[src/rtl/hamd_pkg.sv]
// Shared definitions for the two-requester Hamming decode arbiter:
// source tags, counter width and the syndrome helper.
package hamd_pkg;

  typedef enum logic {
    SRC_A = 1'b0,
    SRC_B = 1'b1
  } src_t;

  localparam int CNT_W  = 8;
  localparam int MAX_CW = 16;

  // Codeword is right-aligned in 'code': bit cw-1 is position 1, bit 0 is position cw.
  function automatic logic [3:0] syndrome(input logic [MAX_CW-1:0] code, input int cw);
    logic [3:0] s;
    s = '0;
    for (int p = 1; p < MAX_CW; p++) begin
      if (p <= cw) begin
        if (code[4'(cw - p)]) s = s ^ 4'(p);
      end
    end
    return s;
  endfunction

endpackage

[src/rtl/hamd_if.sv]
// Bundle of the requester, output and statistics signals of hamd_arbiter.
interface hamd_if import hamd_pkg::*; #(
  parameter int IP_BIT = 8
);
  // Every channel is valid/ready: a word moves on a rising edge where both are 1;
  // a producer holds valid and its payload steady until that edge.
  logic              in_valid_a;
  logic [IP_BIT+3:0] in_code_a;
  logic              in_ready_a;
  logic              in_valid_b;
  logic [IP_BIT+3:0] in_code_b;
  logic              in_ready_b;
  logic              out_valid;
  logic [IP_BIT-1:0] out_data;
  logic              out_src;
  logic              out_ready;
  logic [CNT_W-1:0]  err_cnt_a;
  logic [CNT_W-1:0]  err_cnt_b;

  modport slave (
    input  in_valid_a, in_code_a, in_valid_b, in_code_b, out_ready,
    output in_ready_a, in_ready_b, out_valid, out_data, out_src, err_cnt_a, err_cnt_b
  );

  modport master (
    output in_valid_a, in_code_a, in_valid_b, in_code_b, out_ready,
    input  in_ready_a, in_ready_b, out_valid, out_data, out_src, err_cnt_a, err_cnt_b
  );
endinterface

[src/rtl/hamd_arbiter_hamming.sv]
// Combinational single-error-correcting Hamming decoder (the shared HAMMING_IP).
// Output packing is {pos3, pos5..7, pos9..IP_BIT+4}.
module hamming_ip import hamd_pkg::*; #(
  parameter int IP_BIT = 8
) (
  input  logic [IP_BIT+3:0] code,
  output logic [IP_BIT-1:0] data
);
  localparam int CW = IP_BIT + 4;

  logic [3:0]    syn;
  logic [CW-1:0] fixed;

  always_comb begin
    syn   = syndrome(MAX_CW'(code), CW);
    fixed = code;
    // Syndromes beyond the codeword length match no position and leave it untouched.
    for (int p = 1; p <= CW; p++) begin
      if (syn == 4'(p)) fixed[4'(CW - p)] = ~code[4'(CW - p)];
    end
    data = '0;
    for (int p = 1; p <= CW; p++) begin
      if ((p & (p - 1)) != 0) data = {data[IP_BIT-2:0], fixed[4'(CW - p)]};
    end
  end
endmodule

[src/rtl/hamd_arbiter.sv]
// Round-robin arbiter feeding two codeword sources through a 2-stage decode pipeline.
// Define HAMD_ERR_STAT_EN to build the per-source corrected-error counters.
module hamd_arbiter import hamd_pkg::*; #(
  parameter int IP_BIT = 8
) (
  input logic   clk,
  input logic   rst,
  hamd_if.slave bus
);
  localparam int CW = IP_BIT + 4;

  logic              adv0;
  logic              adv1;
  logic              grant_a;
  logic              grant_b;
  logic              s0_valid;
  logic [CW-1:0]     s0_code;
  src_t              s0_src;
  src_t              last_grant;
  logic [IP_BIT-1:0] dec_data;

  always_comb begin
    adv1    = !bus.out_valid || bus.out_ready;
    adv0    = !s0_valid || adv1;
    grant_a = bus.in_valid_a && (!bus.in_valid_b || last_grant == SRC_B);
    grant_b = bus.in_valid_b && (!bus.in_valid_a || last_grant == SRC_A);
    bus.in_ready_a = !rst && adv0 && grant_a;
    bus.in_ready_b = !rst && adv0 && grant_b;
  end

  // S0: accepted codeword; a cycle with no grant loads a bubble.
  always_ff @(posedge clk or posedge rst) begin
    if (rst) begin
      s0_valid   <= 1'b0;
      s0_code    <= '0;
      s0_src     <= SRC_A;
      last_grant <= SRC_B;
    end else if (adv0) begin
      s0_valid <= bus.in_ready_a || bus.in_ready_b;
      if (bus.in_ready_a || bus.in_ready_b) begin
        s0_code    <= bus.in_ready_a ? bus.in_code_a : bus.in_code_b;
        s0_src     <= bus.in_ready_a ? SRC_A : SRC_B;
        last_grant <= bus.in_ready_a ? SRC_A : SRC_B;
      end
    end
  end

  hamming_ip #(.IP_BIT(IP_BIT)) u_dec (
    .code (s0_code),
    .data (dec_data)
  );

  // S1: output register, frozen while the consumer stalls.
  always_ff @(posedge clk or posedge rst) begin
    if (rst) begin
      bus.out_valid <= 1'b0;
      bus.out_data  <= '0;
      bus.out_src   <= 1'b0;
    end else if (adv1) begin
      bus.out_valid <= s0_valid;
      if (s0_valid) begin
        bus.out_data <= dec_data;
        bus.out_src  <= s0_src;
      end
    end
  end

`ifdef HAMD_ERR_STAT_EN
  localparam logic [CNT_W-1:0] CNT_MAX = '1;

  logic [3:0]       stat_syn;
  logic             move_err;
  logic [CNT_W-1:0] cnt_a;
  logic [CNT_W-1:0] cnt_b;

  always_comb begin
    stat_syn = syndrome(MAX_CW'(s0_code), CW);
    move_err = adv1 && s0_valid && (stat_syn != 4'd0);
  end

  always_ff @(posedge clk or posedge rst) begin
    if (rst) begin
      cnt_a <= '0;
      cnt_b <= '0;
    end else if (move_err) begin
      if (s0_src == SRC_A && cnt_a != CNT_MAX) cnt_a <= cnt_a + CNT_W'(1);
      if (s0_src == SRC_B && cnt_b != CNT_MAX) cnt_b <= cnt_b + CNT_W'(1);
    end
  end

  assign bus.err_cnt_a = cnt_a;
  assign bus.err_cnt_b = cnt_b;
`else
  assign bus.err_cnt_a = '0;
  assign bus.err_cnt_b = '0;
`endif

endmodule

[src/flat_wrapper.sv]
// flat-port wrapper written by rule: the top's interface ports become plain ports
module hamd_arbiter_flat import hamd_pkg::*;
#(
  parameter int IP_BIT = 8
)
  (clk, rst, bus_in_valid_a, bus_in_code_a, bus_in_valid_b, bus_in_code_b, bus_out_ready, bus_in_ready_a, bus_in_ready_b, bus_out_valid, bus_out_data, bus_out_src, bus_err_cnt_a, bus_err_cnt_b);
  hamd_if #(.IP_BIT(IP_BIT)) bus_i ();
  input logic clk;
  input logic rst;
  input wire logic [$bits(bus_i.in_valid_a)-1:0] bus_in_valid_a;
  input wire logic [$bits(bus_i.in_code_a)-1:0] bus_in_code_a;
  input wire logic [$bits(bus_i.in_valid_b)-1:0] bus_in_valid_b;
  input wire logic [$bits(bus_i.in_code_b)-1:0] bus_in_code_b;
  input wire logic [$bits(bus_i.out_ready)-1:0] bus_out_ready;
  output wire logic [$bits(bus_i.in_ready_a)-1:0] bus_in_ready_a;
  output wire logic [$bits(bus_i.in_ready_b)-1:0] bus_in_ready_b;
  output wire logic [$bits(bus_i.out_valid)-1:0] bus_out_valid;
  output wire logic [$bits(bus_i.out_data)-1:0] bus_out_data;
  output wire logic [$bits(bus_i.out_src)-1:0] bus_out_src;
  output wire logic [$bits(bus_i.err_cnt_a)-1:0] bus_err_cnt_a;
  output wire logic [$bits(bus_i.err_cnt_b)-1:0] bus_err_cnt_b;
  assign bus_i.in_valid_a = bus_in_valid_a;
  assign bus_i.in_code_a = bus_in_code_a;
  assign bus_i.in_valid_b = bus_in_valid_b;
  assign bus_i.in_code_b = bus_in_code_b;
  assign bus_i.out_ready = bus_out_ready;
  assign bus_in_ready_a = bus_i.in_ready_a;
  assign bus_in_ready_b = bus_i.in_ready_b;
  assign bus_out_valid = bus_i.out_valid;
  assign bus_out_data = bus_i.out_data;
  assign bus_out_src = bus_i.out_src;
  assign bus_err_cnt_a = bus_i.err_cnt_a;
  assign bus_err_cnt_b = bus_i.err_cnt_b;
  hamd_arbiter #(.IP_BIT(IP_BIT)) u_core (.clk(clk), .rst(rst), .bus(bus_i));
endmodule
[config.mk]
export PLATFORM = sky130hd
export DESIGN_NAME = hamd_arbiter_flat
export DESIGN_NICKNAME = d
export VERILOG_FILES = /design/src/rtl/hamd_pkg.sv /design/src/rtl/hamd_if.sv /design/src/rtl/hamd_arbiter_hamming.sv /design/src/rtl/hamd_arbiter.sv /design/src/flat_wrapper.sv
export SDC_FILE = /design/constraint.sdc
export NUM_CORES = 1
export LEC_CHECK = 0
export ABC_CLOCK_PERIOD_IN_PS = 2870
export CORE_ASPECT_RATIO = 0.9
export CORE_MARGIN = 2
export CORE_UTILIZATION = 43
export DETAILED_ROUTE_END_ITERATION = 8
export PLACE_DENSITY = 0.91
export REMOVE_ABC_BUFFERS = 1
export SKIP_CTS_REPAIR_TIMING = 1
export SLEW_MARGIN = 10
export SYNTH_ARGS = -nofsm -noshare
export SYNTH_HDL_FRONTEND = slang
export SYNTH_SLANG_ARGS = --single-unit
[constraint.sdc]
create_clock -name clk -period 2.87 [get_ports clk]
set_input_delay 0.574 -clock clk [delete_from_list [all_inputs] [get_ports clk]]
set_output_delay 0.574 -clock clk [all_outputs]
set_load 0.05 [all_outputs]
==> flow_results.org, run 1 <==
** Worst setup path
- The startpoint identified for the worst register-to-register timing path is u_core.s0_code[2]$_DFFE_PP0P_.
- Cell depth of the worst flop-to-flop path :: 3
- In this run the critical register-to-register path is captured at u_core.bus.out_data[4]$_DFFE_PP0P_.
- Counting both buffers and inverters, the worst setup path holds a total of 2.
- Data arrival time of the critical path :: 1.97 ns
- Data required time of the critical path :: 2.30 ns
- The largest individual stage delay along the critical path comes from the cell sky130_fd_sc_hd__nor2b_1.
- Delay-heaviest family, CP :: simple AND/OR/NAND/NOR gates
- Kind of end point of the critical path :: output pin
- The worst register-to-register path has a setup slack of 1.35 ns.
- Highest net fanout along the worst path :: 10
- Classification of the worst setup path :: input port to output pin
- For this run, the slowest stage of the critical path takes 0.54 ns.
- The worst setup path is launched from an input port.
- Critical path, cell by cell :: clkdlybuf4s50_1 > nor2b_1 > nor3_1 > buf_12

** Final layout
- Leaving out filler cells and counting taps, the final layout contains 157.
- Antenna Cells :: 0
- Of the cells placed in the final design, the portion with a size suffix greater than 1 is 15.5%.
- Signed area change from the synthesized netlist to the final layout :: 30.3%
- Summing all non-filler instances in the final layout gives an area of 1520 um2.
- Final Core Density :: 60.4%
- At the end of the flow, the number of nets in the layout was 159.

** Drt
- After detailed routing, the average wire length per cell comes to 16.0 um.
- Final antenna-violating net count :: 0
- Wires add up to 2510 um.
- Detailed routing inserted a total of 827 vias.
- Dividing the detail-routed via count by the number of cells gives 5.27.
- First-pass iteration count of the detailed router :: 6
- DRT iter0 DRCs :: 23
- Number of design rule violations left after detail routing :: 5

** Timing
- In this run the tightest slew margin relative to its limit is 57.9%.
- Slew at the pin with the worst max-slew slack :: 0.630 ns
- Hold is met by 0.517 ns.
- On the final layout, the worst clock skew is 0.00281 ns.
- In the finished design, the share of the clock period the worst path needs comes to 88.6%.
- Maximum clock rate :: 393 MHz
- Final number of hold-violating endpoints :: 0
- Setup violations remaining at the end of the flow were counted as 0.
- RSZ-0062 raised after global routing :: no
- Across all setup checks in the final design, the least slack found is 0.328 ns.
- Minimum period implied by the final worst setup slack :: 2.54 ns
- Total count of max-transition violations in the final report :: 0

** Worst hold path
- Hold crit path type :: flip-flop to flip-flop
- In this run the most critical hold path is launched from u_core.bus.out_data[2]$_DFFE_PP0P_.
- Hold path depth :: 1
- The worst hold path terminates at u_core.bus.out_data[2]$_DFFE_PP0P_.

** Clocking
- The tree is rooted in a sky130_fd_sc_hd__clkbuf_4.
- The number of clock buffers added by TritonCTS is 3.
- Clock tree from TritonCTS :: built
- In this run the number of H-tree levels came out at 1.
- Clock insertion delay at the later pin of the skew report :: 0.29 ns
- Counting every sink on the clock net gives 20.
- Max Root-Sink Buffers :: 2
- Clock-pin slew on the worst setup and hold paths :: 0.11 ns

** Place
- Total placed cells including tap cells :: 153
- Number of port buffers :: 31
- Cell area after placement :: 1460 um2
- Placement Setup Slack :: 0.298 ns
- Routability-driven placement congestion ratio :: 0.780
- Post-DP HPWL :: 1960 um

** Yosys
- Synthesis instantiated 28 different standard cells from the library.
- #FFs+latches synth :: 20
- Fraction of post-synthesis cell area in the top cell type by area :: 40.9%
- In the synthesized netlist, the number of instances is 96.
- Synthesis warning total :: 0
- After synthesis, the mean cell area works out to 12.1 um2.
- By area the synthesized netlist is led by sky130_fd_sc_hd__dfrtp_1, sky130_fd_sc_hd__buf_4, sky130_fd_sc_hd__mux2_2, sky130_fd_sc_hd__a2bb2oi_1, sky130_fd_sc_hd__o32ai_1.
- Fraction of the yosys area taken by sequential cells :: 43.1%
- The biggest area contributor in the post-synthesis netlist is sky130_fd_sc_hd__dfrtp_1.
- The synthesized netlist occupies a cell area of 1160 um2.

** Floorplanning
- From left edge to right edge, the die measures 58.8 um.
- Vertical extent of the die :: 53.4 um
- Starting density of the core :: 46.4%
- Number of top-level pins :: 57
- In this run the standard cell core region covers 2510 um2.
- Area of the die :: 3140 um2
- Rows :: 17

** Global routing
- The via count of the first global-routing pass is 868.
- The first global-routing pass estimated 4080 um of wire.
- The initial antenna violation count is 0.
- Overall fraction of global-route tracks in use :: 17.5%
- Entering global routing, the biggest net connects 22 pins.
- For this run the aggregate overflow at the end of global routing stands at 0.

** Power
- In this run the power density over the cells is 941 nW/um2.
- The analysis attributes to cell leakage a power of 0.684 nW.
- IR analysis of the VDD net gives a maximum drop of 0.000620 V.

** Outcome
- Result of the run :: finished with violations
- The final reports fail on design-rule violations.

** Flow run
- Across the run, the number of max-cap violations was 0.
==> routing by layer <==
layer	vias up	track usage, %	share of wire, %
li1	380	-	-
met1	408	20.8	41
met2	35	31.9	52
met3	4	1.96	5.6
met4	0	7.58	1.5
met5	-	0	0
==> flip-flops by register name, summed over array words and instances (netlist names) <==
register	count
u_core.bus.out_data	7
u_core.bus.out_src	1
u_core.bus.out_valid	1
u_core.last_grant	1
u_core.s0_code	8
u_core.s0_src	1
u_core.s0_valid	1
==> worst max-delay path by stage <==
stage / from / end / slack (ns) / depth (start not counted)
2_1_floorplan: rst / bus_in_ready_a / -0.03 / 3
3_3_place_gp: bus_in_valid_b / bus_in_ready_a / 0.32 / 4
3_5_place_dp: bus_in_valid_b / bus_in_ready_a / 0.30 / 4
4_1_cts: bus_in_valid_b / bus_in_ready_a / 0.30 / 4
5_1_grt: bus_in_valid_b / bus_in_ready_a / 0.22 / 4
6_report: bus_in_valid_b / bus_in_ready_a / 0.33 / 4
==> metrics by stage <==
step / TNS [ns] / total power, W
after global placement: 0 / 0.00118
final: 0 / 0.00143
after CTS: 0 / 0.00144
after global routing: 0 / 0.00149
after detailed placement: 0 / 0.00121
after floorplan: -0.0277 / 0.000980
==> logic make-up after synthesis <==
| kind of cell | count (synthesis) | synth area share [%] |
|---|---|---|
| buffers and inverters | 22 | 12.7 |
| AO/OA/AOI/OAI | 20 | 15.1 |
| flip-flops | 20 | 43.1 |
| AND/OR/NAND/NOR | 13 | 5.81 |
| XOR/XNOR | 12 | 15.3 |
| multiplexers | 8 | 7.74 |
| other | 1 | 0.322 |
==> cells in the mapped netlist <==
cell type and n:
sky130_fd_sc_hd__a21bo_2 1, sky130_fd_sc_hd__a22o_1 1, sky130_fd_sc_hd__a2bb2oi_1 8, sky130_fd_sc_hd__and3b_1 1, sky130_fd_sc_hd__buf_2 1, sky130_fd_sc_hd__buf_4 17, sky130_fd_sc_hd__clkbuf_1 2, sky130_fd_sc_hd__clkinv_1 1
sky130_fd_sc_hd__conb_1 1, sky130_fd_sc_hd__dfrtp_1 19, sky130_fd_sc_hd__dfstp_2 1, sky130_fd_sc_hd__inv_1 1, sky130_fd_sc_hd__mux2_2 8, sky130_fd_sc_hd__nand2_1 3, sky130_fd_sc_hd__nand2b_1 2, sky130_fd_sc_hd__nand3_1 1
sky130_fd_sc_hd__nand3b_1 1, sky130_fd_sc_hd__nor2_1 3, sky130_fd_sc_hd__nor2b_1 1, sky130_fd_sc_hd__nor3_1 1, sky130_fd_sc_hd__o21bai_1 1, sky130_fd_sc_hd__o2bb2ai_1 1, sky130_fd_sc_hd__o32ai_1 8, sky130_fd_sc_hd__xnor2_1 2
sky130_fd_sc_hd__xnor3_1 3, sky130_fd_sc_hd__xnor3_2 1, sky130_fd_sc_hd__xor2_1 5, sky130_fd_sc_hd__xor3_2 1
==> final cells by class <==
cell class                 count  area (um2)
clock buffer                   3        22.5
timing repair buffer          33         345
sequential                    20         502
clock inverter                 1        30.0
fill                         209         993
multi-input combinational     70         574
inverter                       2        7.51
tap                           28        35.0
==> where the power goes <==
part           internal [W]  switching, W
combinational      0.000331      0.000429
clock              0.000141     0.0000847
sequential         0.000373     0.0000683
total              0.000845      0.000582
==> layout by cell type (no fill, tap or decap), types with 2 or more instances in the layout <==
cell type                          n
sky130_fd_sc_hd__clkdlybuf4s50_1  29
sky130_fd_sc_hd__dfrtp_1          19
sky130_fd_sc_hd__conb_1           17
sky130_fd_sc_hd__o32ai_1           8
sky130_fd_sc_hd__a2bb2oi_1         8
sky130_fd_sc_hd__mux2_2            8
sky130_fd_sc_hd__xor2_1            5
sky130_fd_sc_hd__nor2_1            3
sky130_fd_sc_hd__xnor3_1           3
sky130_fd_sc_hd__nand2_1           3
sky130_fd_sc_hd__clkbuf_4          3
sky130_fd_sc_hd__nand2b_1          2
sky130_fd_sc_hd__xnor2_1           2
sky130_fd_sc_hd__buf_12            2
sky130_fd_sc_hd__buf_4             2
No activity file was read; power rests on OpenSTA's default activity.
==> inputs of run 2 (changes only) <==
--- a/config.mk
+++ b/config.mk
@@ -5,12 +5,12 @@
 export SDC_FILE = /design/constraint.sdc
 export NUM_CORES = 1
 export LEC_CHECK = 0
-export ABC_CLOCK_PERIOD_IN_PS = 2870
+export ABC_CLOCK_PERIOD_IN_PS = 2500
 export CORE_ASPECT_RATIO = 0.9
 export CORE_MARGIN = 2
-export CORE_UTILIZATION = 43
+export CORE_UTILIZATION = 40
 export DETAILED_ROUTE_END_ITERATION = 8
-export PLACE_DENSITY = 0.91
+export PLACE_DENSITY = 0.85
 export REMOVE_ABC_BUFFERS = 1
 export SKIP_CTS_REPAIR_TIMING = 1
 export SLEW_MARGIN = 10
==> constraint.sdc (replaced) <==
create_clock -name clk -period 2.5 [get_ports clk]
set_input_delay 0.5 -clock clk [delete_from_list [all_inputs] [get_ports clk]]
set_output_delay 0.5 -clock clk [all_outputs]
set_load 0.05 [all_outputs]
==> flow_results.org, run 2 (same netlist as run 1, synthesis figures left out) <==
** Outcome
- The flow ran to the end, and the final reports show no timing, DRC or antenna violations.

** Worst setup path
- STA classifies the critical path startpoint as an input port.
- Highest net fanout along the worst path :: 3 (-7)
- The setup path with the least slack is of type input port to output pin.
- The startpoint identified for the worst register-to-register timing path is u_core.s0_code[3]$_DFFE_PP0P_.
- The delay of the slowest cell on the worst path came to 0.49 ns (-0.05 ns).
- The arrival time of data at the critical path endpoint is 1.80 ns (-0.17 ns).
- Slowest CP cell :: sky130_fd_sc_hd__clkdlybuf4s50_1
- Kind of end point of the critical path :: output pin
- Data required time of the critical path :: 2.00 ns (-0.30 ns)
- Timing startpoint of the critical path :: bus_out_ready
- The signal on the critical path passes through clkdlybuf4s50_1 > nand3b_1 > nand2_1 > nor3_1 > buf_12.

** Place
- Post-DP HPWL :: 2000 um (+2.1%)
- The routability-driven placement congestion ratio came to 0.817 (+4.7%).
- The number of port buffers was 31 (unchanged).

** Timing
- The final critical path takes up 91.9% of the cycle.
- The number of pins with negative max-slew slack in the final report is 0 (unchanged).
- The total count of hold-check failures in the final report was 0 (unchanged).
- Worst rel slew slack :: 59.2% (+1.3 points)
- RSZ-0062 raised after global routing :: no
- Final setup violation count :: 0 (unchanged)
- The worst path in the final design needs a cycle of 2.30 ns, including I/O delays and setup.
- The worst hold-check slack came to 0.519 ns (+0.00202 ns).
- The setup clock skew after layout is 0.0122 ns (+0.00935 ns).
- The transition time of the tightest slew-check pin came to 0.610 ns (-0.0200 ns).
- Timing would allow up to 435 MHz.

** Clocking
- The clock latency at the later pin of the worst-skew pair is 0.31 ns (+0.02 ns).
- The root buffer cell chosen for the clock tree is sky130_fd_sc_hd__clkbuf_4.
- Num CTS Buffers :: 3 (unchanged)
- Maximum level of the CTS H-tree :: 1 (unchanged)
- Clock net sink count :: 20 (unchanged)
- TritonCTS built the clock tree.
- Max Root-Sink Buffers :: 2 (unchanged)
- The clock-pin slew on the worst setup and hold paths is 0.11 ns (about the same).

** Drt
- Wire length after detailed routing :: 2550 um (+1.4%)
- The number of detailed-routing iterations run before antenna repair was 4 (-2).
- DRT iter0 DRCs :: 24 (+4.3%)
- The average wire per standard cell was 15.0 um (-6.4%).
- Ratio of routed vias to standard cells :: 4.67 (-11%)
- The post-detailed-route DRC marker count was 0 (-5).
- The number of vias after detailed routing came to 794 (-4.0%).
- The number of nets with antenna violations after routing came to 0 (unchanged).

** Global routing
- The first-pass GRT wire length is 3800 um (-7.1%).
- Total grt overflow :: 0 (unchanged)
- Largest net degree at the start of global routing :: 22 (unchanged)
- Antenna violations before repair :: 0 (unchanged)
- Vias in the first global route :: 794 (-8.5%)
- Overall fraction of global-route tracks in use :: 16.0% (-1.5 points)

** Floorplanning
- Vertical extent of the die :: 55.2 um (+3.4%)
- The boundary pin count came to 57 (unchanged).
- Rows :: 18 (+1)
- Starting density of the core :: 42.3% (-4.0 points)
- The area of the core is 2750 um2 (+9.5%).
- The area of the die came to 3360 um2 (+7.0%).
- Die width :: 60.9 um (+3.4%)

** Flow run
- Maximum capacitance violations :: 0 (unchanged)

** Worst hold path
- The startpoint identified for the worst hold timing path is u_core.bus.out_data[4]$_DFFE_PP0P_.
- Hold crit path type :: flip-flop to flip-flop

** Power
- The worst-case vdd ir drop came to 0.000483 V (-22%).
- The total power came to 0.00157 W (+9.8%).
- Static Leakage :: 0.682 nW (-0.27%)
- The total power divided by cell area is 1030 nW/um2 (+9.4%).

** Final layout
- In the final layout, the registers with the most flip-flops are u_core.s0_code (8), u_core.bus.out_data (7).
- Signed area change from the synthesized netlist to the final layout :: 30.9%
- The number of nets in the layout came to 160 (+0.63%).
- Commonest non-fill, non-tap cells in the layout :: sky130_fd_sc_hd__clkdlybuf4s50_1, sky130_fd_sc_hd__dfrtp_1, sky130_fd_sc_hd__conb_1
- Most flop-heavy register :: u_core.s0_code
- Antenna Cells :: 0 (unchanged)
- The library cell used most frequently in the layout, excluding fill and tap cells, is sky130_fd_sc_hd__clkdlybuf4s50_1.
- Max FFs per register :: 8 (unchanged)
- Final Core Density :: 55.4% (-5.0 points)
- Count of filler cells inserted in the layout :: 252 (+21%)
- Layout cells sized above 1 :: 16.2% (+0.65 points)
==> run 2: through the flow <==
step                      std cells  area, um2  TNS [ns]  setup slack [ns]
after floorplan                  92       1080    -0.250            -0.250
after global placement          166       1490         0             0.239
after detailed placement        166       1490         0             0.225
after CTS                       170       1520         0             0.210
after global routing            170       1520         0             0.136
final                           170       1520         0             0.203
==> run 2: final cells by class <==
type	instances	area [um2]	share of cell area (%)
Timing Repair Buffer	34	353	23.2
Inverter	2	7.51	0.493
Sequential cell	20	502	32.9
Tap cell	40	50.0	3.29
Multi-Input combinational cell	70	574	37.7
Clock buffer	4	36.3	2.38
==> run 2: worst paths after layout <==
check / cells past startpoint / end / slack (ns)
max: 5 / bus_in_ready_a / 0.20
min in group asynchronous: 3 / u_core.s0_src$_DFFE_PP0P_ / 0.60
min: 1 / u_core.bus.out_data[4]$_DFFE_PP0P_ / 0.52
max reg2reg: 3 / u_core.bus.out_data[4]$_DFFE_PP0P_ / 0.96
max in group asynchronous: 3 / u_core.last_grant$_DFFE_PP1P_ / 1.64
min reg2reg: 1 / u_core.bus.out_data[4]$_DFFE_PP0P_ / 0.52
==> run 2: where the power goes <==
group	internal [W]	total [W]	switching, W
Sequential	0.000428	0.000502	0.0000732
Clock	0.0000890	0.000192	0.000103
Combinational	0.000383	0.000874	0.000491
Total	0.000901	0.00157	0.000667
==> run 2: critical path, delay by kind of cell <==
family                 cells  cell delay [ns]
buffers and inverters      2             0.68
AND/OR/NAND/NOR            3             0.61
==> run 2: per-layer routing <==
layer / track usage, % / vias up / wire length (um)
li1: - / 381 / -
met1: 19.1 / 377 / 1040
met4: 5.43 / 0 / 62
met2: 28.7 / 30 / 1330
met5: 0 / - / 0
met3: 3.49 / 6 / 121
==> inputs of run 3 (changes only) <==
--- a/config.mk
+++ b/config.mk
@@ -6,13 +6,12 @@
 export NUM_CORES = 1
 export LEC_CHECK = 0
 export ABC_CLOCK_PERIOD_IN_PS = 2500
-export CORE_ASPECT_RATIO = 0.9
+export CORE_ASPECT_RATIO = 0.75
 export CORE_MARGIN = 2
 export CORE_UTILIZATION = 40
 export DETAILED_ROUTE_END_ITERATION = 8
 export PLACE_DENSITY = 0.85
 export REMOVE_ABC_BUFFERS = 1
-export SKIP_CTS_REPAIR_TIMING = 1
 export SLEW_MARGIN = 10
 export SYNTH_ARGS = -nofsm -noshare
 export SYNTH_HDL_FRONTEND = slang
==> flow_results.org, run 3 (same netlist as run 1, synthesis figures left out) <==
** Outcome
- Result of the run :: complete, no violations

** Floorplanning
- The initial standard-cell utilization of the core came to 43.4% (+1.0 points).
- Area of the die :: 3360 um2 (+0.11%)
- Vertical extent of the die :: 50.7 um (-8.1%)
- The boundary pin count is 57 (unchanged).
- Die width :: 66.3 um (+8.9%)
- The standard-cell row count came to 16 (-2).
- The area of the core was 2680 um2 (-2.4%).

** Final layout
- Antenna Cells :: 0 (unchanged)
- The number of nets in the layout is 159 (-0.63%).
- Non-filler instance count after layout :: 165 (-2.9%)
- The share of layout cells above drive strength 1 is 15.5% (-0.65 points).
- Max FFs per register :: 8 (unchanged)
- Most common cell after layout, fill and taps aside :: sky130_fd_sc_hd__clkdlybuf4s50_1
- Top Registers :: u_core.s0_code (8), u_core.bus.out_data (7)
- The signed area change from the synthesized netlist to the final layout was 30.8% (about the same).
- The fill cell total of the finished layout came to 229 (-9.1%).
- Ranked by flip-flop count, first place goes to u_core.s0_code.
- The top cell types in the final layout, fill and taps aside, are sky130_fd_sc_hd__clkdlybuf4s50_1, sky130_fd_sc_hd__dfrtp_1, sky130_fd_sc_hd__conb_1.

** Clocking
- Clock net sink count :: 20 (unchanged)
- Num CTS Buffers :: 3 (unchanged)
- In this run the post-CTS setup repair buffer count came out at 0.
- Clock insertion delay at the later pin of the skew report :: 0.26 ns (-0.05 ns)
- CTS-repair resized insts :: 0
- Hold repair after CTS inserted 0 buffers.
- The root buffer cell chosen for the clock tree is sky130_fd_sc_hd__clkbuf_8.
- The buffer depth of the longest clock path is 2 (unchanged).
- Clock tree from TritonCTS :: built
- Clock-pin slew on the worst setup and hold paths :: 0.06 ns (-0.05 ns)
- The count of H-tree levels built during CTS was 1 (unchanged).

** Power
- Pint :: 0.000923 W (+2.4%)
- Static Leakage :: 0.679 nW (-0.33%)
- Switching pwr :: 0.000654 W (-1.9%)
- Switching Fraction :: 41.5% (-1.1 points)
- The combinational fraction of design power was 54.6% (-1.2 points).
- The worst-case vdd ir drop was 0.000752 V (+55%).
- Register share of total power :: 31.8% (-0.2 points)
- The total power divided by cell area is 1040 nW/um2 (+0.69%).
- The clock network fraction of design power was 13.6% (+1.4 points).

** Worst setup path
- The number of cell instances on the worst register-to-register path is 3 (unchanged).
- Data arrival time of the critical path :: 1.80 ns (about the same)
- Depth of the critical timing path with buffers and inverters included :: 5 (unchanged)
- The worst setup path is captured at an output pin.
- For this design, the slowest cell found on the critical path is sky130_fd_sc_hd__clkdlybuf4s50_1.
- The signal on the critical path passes through clkdlybuf4s50_1 > nand3b_1 > nand2_1 > nor3_1 > buf_12.
- Delay-heaviest family, CP :: buffers and inverters
- Classification of the worst setup path :: input port to output pin
- Highest net fanout along the worst path :: 3 (unchanged)
- STA classifies the critical path startpoint as an input port.
- Crit path largest cell delay :: 0.48 ns (about the same)
- Data required time of the critical path :: 2.00 ns (about the same)
- Combined buffer and inverter count along the critical path :: 2 (unchanged)

** Global routing
- The first-pass GRT wire length was 3710 um (-2.4%).
- The initial antenna violation count was 0 (unchanged).
- The total grt overflow came to 0 (unchanged).
- Overall fraction of global-route tracks in use :: 15.0% (-0.99 points)
- Vias in the first global route :: 781 (-1.6%)
- The pin count of the biggest net entering global routing came to 22 (unchanged).

** Worst hold path
- The path class of the tightest hold or removal check is flip-flop to flip-flop.
- The worst hold path cell count is 1 (unchanged).

** Timing
- The number of pins with negative max-slew slack in the final report came to 0 (unchanged).
- Total negative slack :: 0 ns (unchanged)
- Setup repair after global routing left no endpoint under its margin.
- The clock period minus final worst setup slack is 2.30 ns (-0.000363 ns).
- The share of the clock period used by the worst path after layout was 91.9% (about the same).
- Final number of hold-violating endpoints :: 0 (unchanged)
- Slew at the pin with the worst max-slew slack :: 0.578 ns (-0.0317 ns)
- The total setup violations reported at the end of the flow is 0 (unchanged).
- Setup clock skew after layout :: 0.0101 ns (-0.00207 ns)
- The worst slew margin relative to its limit was 61.3% (+2.1 points).
- Maximum clock rate :: 435 MHz (about the same)

** Drt
- Vias after detailed routing :: 799 (+0.63%)
- Post-DR wirelength/cell :: 14.0 um (-6.6%)
- Uppermost layer routed :: met4
- The amount of wire on met3 after detailed routing came to 91 um (-25%).
- The routed wire length was 2310 um (-9.4%).
- First-pass iteration count of the detailed router :: 3 (-1)
- The post-route met1 wirelength was 1120 um (+7.5%).
- The number of vias per cell came to 4.84 (+3.7%).
- Routed length on met2 :: 1070 um (-19%)
- Number of design rule violations left after detail routing :: 0 (unchanged)
- The number of nets with antenna violations after routing is 0 (unchanged).
- DRT iter0 DRCs :: 26 (+8.3%)

** Place
- The total instance count after detailed placement came to 161 (-3.0%).
- Post-DP HPWL :: 1810 um (-9.4%)
- The number of port buffers is 31 (unchanged).
- The routability-driven placement congestion ratio was 0.795 (-2.8%).

** Flow run
- Maximum capacitance violations :: 0 (unchanged)
run 3: worst register-to-register path, cell delays in order (launching register included):
cell	delay [ns]
sky130_fd_sc_hd__dfrtp_1	0.39
sky130_fd_sc_hd__xor3_2	0.54
sky130_fd_sc_hd__xor2_1	0.20
sky130_fd_sc_hd__mux2_2	0.26
run 3: cell type report:
class	count	area, um2	area share, %
well taps	36	45.0	2.96
repair buffers	33	345	22.7
multi-input cells	70	577	37.9
inverters	2	7.51	0.493
flip-flops and latches	20	502	33.0
clock buffers	4	45.0	2.96
run 3: routing by layer:
layer | track usage (%) | vias to the layer above
met5 | 0 | -
met4 | 5.10 | 0
met3 | 3.36 | 2
met2 | 23.2 | 26
met1 | 20.9 | 390
li1 | - | 381
run 3: path summary, 6_finish.rpt:
kind | startpoint | endpoint | slack [ns]
max in group asynchronous | rst | u_core.last_grant$_DFFE_PP1P_ | 1.54
hold reg to reg | u_core.s0_src$_DFFE_PP0P_ | u_core.s0_src$_DFFE_PP0P_ | 0.49
hold / removal | u_core.s0_src$_DFFE_PP0P_ | u_core.s0_src$_DFFE_PP0P_ | 0.49
min in group asynchronous | rst | u_core.s0_code[4]$_DFFE_PP0P_ | 0.68
setup reg to reg | u_core.s0_code[3]$_DFFE_PP0P_ | u_core.bus.out_data[6]$_DFFE_PP0P_ | 0.99
setup / recovery | bus_out_ready | bus_in_ready_a | 0.20
run 3: power by group through the flow:
stage | registers [W] | logic [W] | clock network [W]
floorplan | 0.000728 | 0.000397 | 0
global placement | 0.000504 | 0.000848 | 0
detailed placement | 0.000509 | 0.000865 | 0
CTS | 0.000503 | 0.000869 | 0.000223
global route | 0.000518 | 0.000908 | 0.000239
finish | 0.000502 | 0.000860 | 0.000215
run 3: stage by stage:
stage / util, % / area, um2 / hold slack (ns) / setup slack (ns) / total power [W]
5_1_grt: 56.7 / 1520 / 0.531 / 0.130 / 0.00166
4_1_cts: 56.6 / 1520 / 0.494 / 0.0794 / 0.00160
6_report: 56.7 / 1520 / 0.491 / 0.204 / 0.00158
3_5_place_dp: 54.9 / 1470 / 0.470 / 0.0845 / 0.00137
2_1_floorplan: - / 1080 / 0.452 / -0.250 / 0.00112
3_3_place_gp: 54.9 / 1470 / 0.472 / 0.176 / 0.00135
